[config.mk]
export PLATFORM = sky130hd
export DESIGN_NAME = clkctrl_sync_mux
export DESIGN_NICKNAME = d
export VERILOG_FILES = /design/src/rtl/clkctrl_sync_mux.sv
export SDC_FILE = /design/constraint.sdc
export NUM_CORES = 1
export LEC_CHECK = 0
export BUFFER_PORTS_ARGS = -buffer_cell sky130_fd_sc_hd__buf_4
export CAP_MARGIN = 30
export CORE_MARGIN = 3
export CORE_UTILIZATION = 35
export CTS_CLUSTER_DIAMETER = 30
export CTS_CLUSTER_SIZE = 10
export DETAILED_ROUTE_END_ITERATION = 12
export GPL_TIMING_DRIVEN = 0
export PLACE_DENSITY = 0.63
export SLEW_MARGIN = 20
export SYNTH_ARGS = -nofsm -noshare
export SYNTH_HDL_FRONTEND = slang
export SYNTH_SLANG_ARGS = --single-unit
[constraint.sdc]
create_clock -name hsclk_in -period 2.45 [get_ports hsclk_in]
set_input_delay 0.49 -clock hsclk_in [delete_from_list [all_inputs] [get_ports hsclk_in]]
set_output_delay 0.49 -clock hsclk_in [all_outputs]
set_load 0.02 [all_outputs]
[src/rtl/clkctrl_sync_mux.sv]
// clkctrl_sync_mux: single-clock CPU clock switch. clkout is a registered
// signal in the hsclk_in domain, either a programmable divide of hsclk_in or
// a delayed copy of lsclk_in. Every source switch happens while clkout is
// high, so a high phase may be stretched but is never split.
// Optional build macro: CLKCTRL_SEL_SYNC_EN adds a 2-flop synchroniser on
// hsclk_sel, which delays every switch decision by 2 cycles.
module clkctrl_sync_mux #(
  parameter int DIV_W  = 2,
  parameter int LS_DEL = 3
) (
  input  logic             hsclk_in,
  input  logic             rst,
  input  logic             lsclk_in,
  input  logic             hsclk_sel,
  input  logic [DIV_W-1:0] cpuclk_div_sel,
  output logic             clkout,
  output logic             hsclk_selected,
  output logic             lsclk_selected,
  output logic [DIV_W-1:0] div_active
);

  typedef enum logic [1:0] {ST_LS, ST_HS, ST_HS2LS} state_t;

  state_t              state_q, state_d;
  logic [LS_DEL-1:0]   del_q;
  logic [DIV_W-1:0]    cnt_q, cnt_d;
  logic [DIV_W-1:0]    div_q, div_d;
  logic                clk_d;
  logic                sel_s;
  logic                ls_now, ls_next;

`ifdef CLKCTRL_SEL_SYNC_EN
  logic [1:0] sel_sync_q;

  // Two-flop synchroniser for the source request.
  always_ff @(posedge hsclk_in) begin
    if (rst) sel_sync_q <= '0;
    else     sel_sync_q <= {sel_sync_q[0], hsclk_sel};
  end

  assign sel_s = sel_sync_q[1];
`else
  assign sel_s = hsclk_sel;
`endif

  // lsclk_in enters at the top of the pipe; ls_next is what clkout becomes
  // next cycle in LS, ls_now lets us see an LS edge one cycle ahead.
  always_ff @(posedge hsclk_in) begin
    if (rst) del_q <= '0;
    else     del_q <= {lsclk_in, del_q[LS_DEL-1:1]};
  end

  assign ls_now  = del_q[0];
  assign ls_next = del_q[1];

  assign div_active = div_q;

  // Next-state, counter and clock decisions.
  always_comb begin
    state_d = state_q;
    cnt_d   = cnt_q;
    div_d   = div_q;
    clk_d   = clkout;
    case (state_q)
      ST_LS: begin
        clk_d = ls_next;
        // Leave LS only where an LS fall is pending: hold high instead.
        if (sel_s && clkout && !ls_next) begin
          state_d = ST_HS;
          clk_d   = 1'b1;
          cnt_d   = '0;
          div_d   = cpuclk_div_sel;
        end
      end
      ST_HS: begin
        if (cnt_q == div_q) begin
          cnt_d = '0;
          if (clkout && !sel_s) begin
            // Fall point with LS requested: keep high until LS rises.
            state_d = ST_HS2LS;
          end else begin
            clk_d = ~clkout;
            // Divider only reloads at the start of a high phase.
            if (!clkout) div_d = cpuclk_div_sel;
          end
        end else begin
          cnt_d = cnt_q + 1'b1;
        end
      end
      ST_HS2LS: begin
        clk_d = 1'b1;
        // Abort back to HS wins over a pending LS rise.
        if (sel_s) begin
          state_d = ST_HS;
          cnt_d   = '0;
          div_d   = cpuclk_div_sel;
        end else if (!ls_now && ls_next) begin
          state_d = ST_LS;
        end
      end
      default: state_d = ST_LS;
    endcase
  end

  // State, divider and registered outputs.
  always_ff @(posedge hsclk_in) begin
    if (rst) begin
      state_q        <= ST_LS;
      cnt_q          <= '0;
      div_q          <= '0;
      clkout         <= 1'b0;
      hsclk_selected <= 1'b0;
      lsclk_selected <= 1'b1;
    end else begin
      state_q        <= state_d;
      cnt_q          <= cnt_d;
      div_q          <= div_d;
      clkout         <= clk_d;
      hsclk_selected <= (state_d == ST_HS);
      lsclk_selected <= (state_d == ST_LS);
    end
  end

endmodule

==> results of run 1 <==
placed cells by master, fill, tap and decap left out, types with 2 or more instances in the layout:
cell type  instances
nor2b_1            3
xnor2_2            2
ha_1               4
buf_4             10
nand2_1            2
inv_1              4
nand4bb_1          2
clkbuf_4           3
nor2_1             2
o21ai_0            2
nor3_1             4
dfxtp_1           12
nand2b_1           5
mux2i_1            3
a21oi_1            4
state kept, by name, indices dropped and copies added (netlist names):
name / cells
clkout: 1
cnt_q: 2
del_q: 3
div_active: 2
hsclk_selected: 1
lsclk_selected: 1
state_q: 2
cell type report:
| class | instances | area [sq um] | share of cell area [%] |
|---|---|---|---|
| Buffer | 1 | 3.75 | 0.476 |
| Clock buffer | 3 | 22.5 | 2.86 |
| Inverter | 4 | 15.0 | 1.90 |
| Multi-Input combinational cell | 49 | 400 | 50.8 |
| Sequential cell | 12 | 240 | 30.5 |
| Tap cell | 25 | 31.3 | 3.97 |
| Timing Repair Buffer | 10 | 75.1 | 9.52 |
metrics by stage:
step	setup slack [ns]	instance area (sq um)	hold WS, ns	power [W]	utilization [%]
global route	0.542	788	0.425	0.000419	45.2
detailed placement	0.647	766	0.428	0.000282	43.9
finish	0.652	788	0.432	0.000393	45.2
CTS	0.627	788	0.425	0.000401	45.2
floorplan	0.828	659	0.414	0.000259	-
global placement	0.671	766	0.418	0.000282	43.9
power groups by stage:
stage               Clock (W)  Sequential, W  Combinational [W]
finish               0.000116       0.000210          0.0000669
global route         0.000134       0.000211          0.0000732
global placement            0       0.000215          0.0000671
floorplan                   0       0.000220          0.0000395
CTS                  0.000122       0.000210          0.0000680
detailed placement          0       0.000215          0.0000678
routing by layer:
metal / share of wire, % / wire length [um]
met1: 49 / 556
met2: 45 / 517
met3: 5.0 / 57
met4: 1.1 / 13
met5: 0 / 0
worst paths after layout:
kind	start	slack [ns]	endpoint	cells after the start
setup / recovery	state_q[0]	0.65	div_active[1]	6
hold / removal	lsclk_in	0.43	del_q[2]	2
setup reg to reg	state_q[0]	0.65	div_active[1]	6
hold reg to reg	del_q[2]	0.44	del_q[1]	1
worst max-delay path: stages, from the launching register on:
cell      delay [ns]
dfxtp_1         0.37
inv_1           0.10
ha_1            0.24
nor2b_2         0.17
o31a_1          0.31
a211oi_2        0.33
mux2i_1         0.21
cells by family (layout without fill, tap and decap cells):
family	Yosys count	in the layout	share of synthesized area (%)
AND/OR/NAND/NOR	23	23	21.8
AO/OA/AOI/OAI	17	17	21.8
flip-flops	12	12	36.4
buffers and inverters	5	18	2.85
adder cells (fa/ha/maj)	4	4	7.59
multiplexers	3	3	4.55
XOR/XNOR	2	2	4.93
==> results.md, run 1 <==
| Stage | Item | Reported |
| --- | --- | --- |
| synth | Instance count of the mapped netlist | 66 |
| clock network | TritonCTS clock tree | done |
| synth | Largest area contributor in the netlist | dfxtp_1 |
| synth | Library cell with the highest instance count after synthesis | dfxtp_1 |
| finish | # fillers | 183 |
| timing | Max Clock Skew | 0.00380 ns |
| grt | Number of antenna violations at the first check in global routing | 0 |
| pwr | Internal Pwr Total | 0.000294 W |
| floorplan | Number of core rows | 15 |
| routing | Post-route DRC | 0 |
| timing | Max Clk Rate | 556 MHz |
| clock network | Latest clock arrival within the worst-skew pair | 0.26 ns |
| hold path | Worst hold path type | in -> reg |
| pwr | Switching share of total power | 25.2% |
| synth | Sequential cell area fraction in the yosys report | 36.4% |
| clock network | Total clock buffers created by CTS | 3 |
| grt | Met1 capacity usage during global routing | 13.5% |
| grt | GRT Util Overall | 10.6% |
| pwr | Power per unit of standard cell area | 499 nW/um^2 |
| finish | Area Growth Syn to Fin | 19.5% |
| finish | Final antenna diode count | 0 |
| routing | Routed wire length | 1150 um |
| pwr | Clock share of power | 29.6% |
| timing | Transition time at the pin with the least slew margin | 0.393 ns |
| routing | Routed wire length per instance | 11.0 um |
| worst setup path | Path type of the worst setup path | reg -> reg |
| clock network | Setup bufs post-CTS | 0 |
| routing | Number of vias per cell | 5.01 |
| grt | Global Route met2 Usage | 15.4% |
| flow run | Max cap viols | 0 |
| finish | Number of nets in the finished design | 91 |
| synth | YS warnings | 0 |
| pwr | NetSw | 0.0000990 W |
| synth | Number of distinct standard cells referenced by the synthesized netlist | 30 |
| synth | Number of synthesized register bits | 12 |
| timing | Fraction of the cycle the final worst path needs | 73.4% |
| synth | Number of enable flip-flop cells after synthesis | 0 |
| clock network | H-tree levels | 1 |
| worst setup path | Endpoint type of the worst setup path | flip-flop |
| synth | Most used standard cells in the synthesized netlist | dfxtp_1 (12), nand2b_1 (5) |
| synth | Top cell type's share of synthesized area | 36.4% |
| synth | Mean post-synth cell area | 9.99 sq um |
| timing | Max-slew violations | 0 |
| grt | Most crowded layer after global routing | met2 |
| floorplan | Floorplan die area | 2440 sq um |
| clock network | CTS Hold Buffers Added | 0 |
| pwr | Combinational Power Share | 17.0% |
| grt | Met3 usage | 2.14% |
| floorplan | Number of I/O pins | 11 |
| worst setup path | Worst setup SP type | flip-flop |
| floorplan | Core Box Area | 1750 sq um |
| worst setup path | CP Max Fanout | 4 |
| grt | Vias in the first global route | 454 |
| timing | Final period demand of the worst path | 1.80 ns |
| timing | RSZ-0062 raised after global routing | no |
| floorplan | Die height | 49.4 um |
| placed design | Quantity of I/O buffers inserted on ports | 10 |
| timing | Final setup viols | 0 |
| synth | Primary flip-flop cell chosen by synthesis mapping | dfxtp_1 |
| finish | Number of non-filler instances in the completed layout | 104 |
| clock network | Clock net sink count | 12 |
| routing | Iteration count of the initial detailed-routing pass | 4 |
| clock network | Resized cells post-CTS | 0 |
| pwr | Worst VDD drop | 0.253 mV |
| timing | Hold Fails Final Rpt | 0 |
| routing | Antenna Violating Nets Remaining | 0 |
| placed design | Post-placement cell count | 101 |
| timing | Setup TNS | 0 ns |
| clock network | Clk buf depth | 2 |
| pwr | Leakage component of the power | 0.300 nW |
| synth | Mapped Nets | 76 |
| worst setup path | CP arrival | 1.99 ns |
| routing | Vias after detailed routing | 521 |
| synth | Top cells by area in the synthesized netlist | dfxtp_1 (36%), ha_1 (7.6%), xnor2_2 (4.9%) |
| synth | Async SR Flop Fraction | 0% |
| placed design | Final estimated routing congestion in global placement | 0.732 |
| pwr | Reg power frac | 53.4% |
| timing | Relative slew slack | 73.8% |
| run status | Outcome | complete, no violations |
| routing | Count of routing violations after the opening detailed-route iteration | 10 |
| clock network | Buffer cell driving the clock tree root | clkbuf_4 |
| synth | Area of the mapped netlist | 659 sq um |
| clock network | CTS clock-pin slew for the worst setup and hold paths | 0.07 ns |
| floorplan | Die span in x | 49.4 um |
| grt | Pin count of the biggest net entering global routing | 11 |
| placed design | Final HPWL from detailed placement | 887 um |
| floorplan | Initial core utilization | 37.8% |
| grt | Global-route wire length before repair | 1930 um |
| finish | Layout cells sized above 1 | 24.1% |
| grt | Overflow left after global routing | 0 |
| worst setup path | Req. time, crit path | 2.65 ns |
No activity file was read; power rests on OpenSTA's default activity.
==> run 2, diff against run 1 <==
--- a/config.mk
+++ b/config.mk
@@ -13,7 +13,7 @@
 export CTS_CLUSTER_SIZE = 10
 export DETAILED_ROUTE_END_ITERATION = 12
 export GPL_TIMING_DRIVEN = 0
-export PLACE_DENSITY = 0.63
+export PLACE_DENSITY = 0.65
 export SLEW_MARGIN = 20
 export SYNTH_ARGS = -nofsm -noshare
 export SYNTH_HDL_FRONTEND = slang
==> constraint.sdc (replaced) <==
create_clock -name hsclk_in -period 1.6 [get_ports hsclk_in]
set_input_delay 0.32 -clock hsclk_in [delete_from_list [all_inputs] [get_ports hsclk_in]]
set_output_delay 0.32 -clock hsclk_in [all_outputs]
set_load 0.02 [all_outputs]
==> results.md, run 2 (synthesis gave the netlist of run 1 again) <==
| Stage | Item | Reported |
| --- | --- | --- |
| hold path | Worst hold path type | in -> reg |
| timing | Transition time at the pin with the least slew margin | 0.399 ns |
| finish | Layout cells sized above 1 | 36.9% |
| routing | Routed wire length per instance | 11.4 um |
| timing | Max Clock Skew | 0.00410 ns |
| routing | Count of routing violations after the opening detailed-route iteration | 14 |
| placed design | Quantity of I/O buffers inserted on ports | 10 |
| routing | Number of vias per cell | 4.99 |
| timing | Max-slew violations | 0 |
| grt | Pin count of the biggest net entering global routing | 11 |
| timing | Final setup viols | 0 |
| routing | Antenna Violating Nets Remaining | 0 |
| finish | Area Growth Syn to Fin | 30.2% |
| worst setup path | Count of cells along the worst register-to-register path | 6 |
| finish | Flip-flop count of the largest register, all copies and words added | 3 |
| worst setup path | Launching instance or port of the critical path | state_q[0] |
| finish | Footprint of the multi-input gates | 430 sq um |
| timing | Final period demand of the worst path | 1.56 ns |
| worst setup path | Worst reg2reg path startpoint | state_q[0] |
| clock network | Latest clock arrival within the worst-skew pair | 0.27 ns |
| pwr | Power per unit of standard cell area | 718 nW/um^2 |
| grt | GRT Util Overall | 11.3% |
| pwr | Worst VDD drop | 0.440 mV |
| worst setup path | CP arrival | 1.75 ns |
| clock network | H-tree levels | 1 |
| timing | Max Clk Rate | 643 MHz |
| timing | Fraction of the cycle the final worst path needs | 97.3% |
| hold path | Number of stages on the worst hold path | 2 |
| floorplan | Number of core rows | 15 |
| clock network | Clock net sink count | 12 |
| grt | Global-route wire length before repair | 2190 um |
| worst setup path | Worst setup SP type | flip-flop |
| finish | Final antenna diode count | 0 |
| timing | Relative slew slack | 73.4% |
| hold path | Hold path startpoint | lsclk_in |
| finish | Register Area | 243 sq um |
| flow run | Max cap viols | 0 |
| worst setup path | Endpoint type of the worst setup path | flip-flop |
| worst setup path | Path type of the worst setup path | reg -> reg |
| floorplan | Floorplan die area | 2440 sq um |
| timing | Setup TNS | 0 ns |
| grt | Vias in the first global route | 514 |
| finish | Layout Utilization | 49.2% |
| routing | Iteration count of the initial detailed-routing pass | 4 |
| floorplan | Number of I/O pins | 11 |
| routing | Routed wire length | 1250 um |
| placed design | Final estimated routing congestion in global placement | 0.782 |
| clock network | CTS clock-pin slew for the worst setup and hold paths | 0.07 ns |
| run status | Outcome | complete, no violations |
| finish | Most common cell after layout, fill and taps aside | buf_4 |
| timing | Hold Fails Final Rpt | 0 |
| floorplan | Die span in x | 49.4 um |
| floorplan | Initial core utilization | 37.8% |
| clock network | Buffer cell driving the clock tree root | clkbuf_4 |
| floorplan | Core Box Area | 1750 sq um |
| worst setup path | CP Max Fanout | 4 |
| grt | Overflow left after global routing | 0 |
| floorplan | Die height | 49.4 um |
| finish | Number of nets in the finished design | 96 |
| finish | # fillers | 172 |
| finish | Most frequent cells in the layout | buf_4 (15), dfxtp_1 (10), nand2b_1 (5) |
| grt | Number of antenna violations at the first check in global routing | 0 |
| clock network | Total clock buffers created by CTS | 3 |
| finish | Top reg by flops | del_q |
| routing | Vias after detailed routing | 544 |
| worst setup path | Req. time, crit path | 1.80 ns |
| pwr | Leakage component of the power | 0.324 nW |
| placed design | Final HPWL from detailed placement | 872 um |
| routing | Post-route DRC | 0 |
| clock network | TritonCTS clock tree | done |
| clock network | Clk buf depth | 2 |
## run 2: changes by cell type in the layout (fill, tap and decap cells not counted)
cell,change
buf_4,+5
dfxtp_1,-2
dfxtp_2,+2
ha_1,-4
ha_2,+2
ha_4,+2
inv_1,-1
inv_2,+1
## run 2: per-layer routing
layer | up-vias | share of wire [%] | global-route usage (%)
li1 | 274 | - | -
met1 | 258 | 46 | 14.2
met2 | 12 | 48 | 18.1
met3 | 0 | 6.3 | 5.20
met4 | 0 | 0 | 1.38
met5 | - | 0 | 0
## run 2: timing repair
action | 4_1_cts | 5_1_grt
pin swaps | 2 | 3
setup buffers | 5 | 0
cloned | 0 | 0
gates resized for setup | 6 | 3
hold buffers | 0 | 0
endpoints found under the hold margin | 0 | 0
endpoints found under the setup margin | 4 | 4
## run 2: worst max-delay path, stage by stage (launching register included)
cell and delay, ns:
dfxtp_2 0.34, inv_2 0.06, buf_4 0.14, ha_4 0.16, o31a_1 0.33, a211oi_2 0.25
mux2i_1 0.21
## run 2: metrics by stage
stage	instance area [sq um]	hold WS, ns	cells	setup WS [ns]	power (W)
global route	858	0.261	109	-0.0000872	0.000654
floorplan	659	0.414	66	0.0283	0.000397
detailed placement	766	0.435	101	-0.128	0.000431
global placement	766	0.418	101	-0.120	0.000430
finish	858	0.265	109	0.0438	0.000616
CTS	843	0.255	109	0.00320	0.000626
## run 2: layout make-up
class                           count  share of cell area, %
Inverter                            4                   1.75
Multi-Input combinational cell     49                   50.1
Sequential cell                    12                   28.3
Timing Repair Buffer               15                   13.1
Tap cell                           25                   3.64
Clock buffer                        3                   2.62
Buffer                              1                  0.437
## run 2: worst paths after layout
check                                      to  slack, ns
worst max register to register  div_active[1]       0.04
worst min-delay path                 del_q[2]       0.27
worst max-delay path            div_active[1]       0.04
worst min register to register       del_q[1]       0.44
## run 2: where the power goes
group,switching (W),internal [W],total [W]
Sequential,0.0000105,0.000311,0.000321
Clock,0.0000916,0.0000869,0.000179
Combinational,0.0000542,0.0000622,0.000116
Total,0.000156,0.000460,0.000616
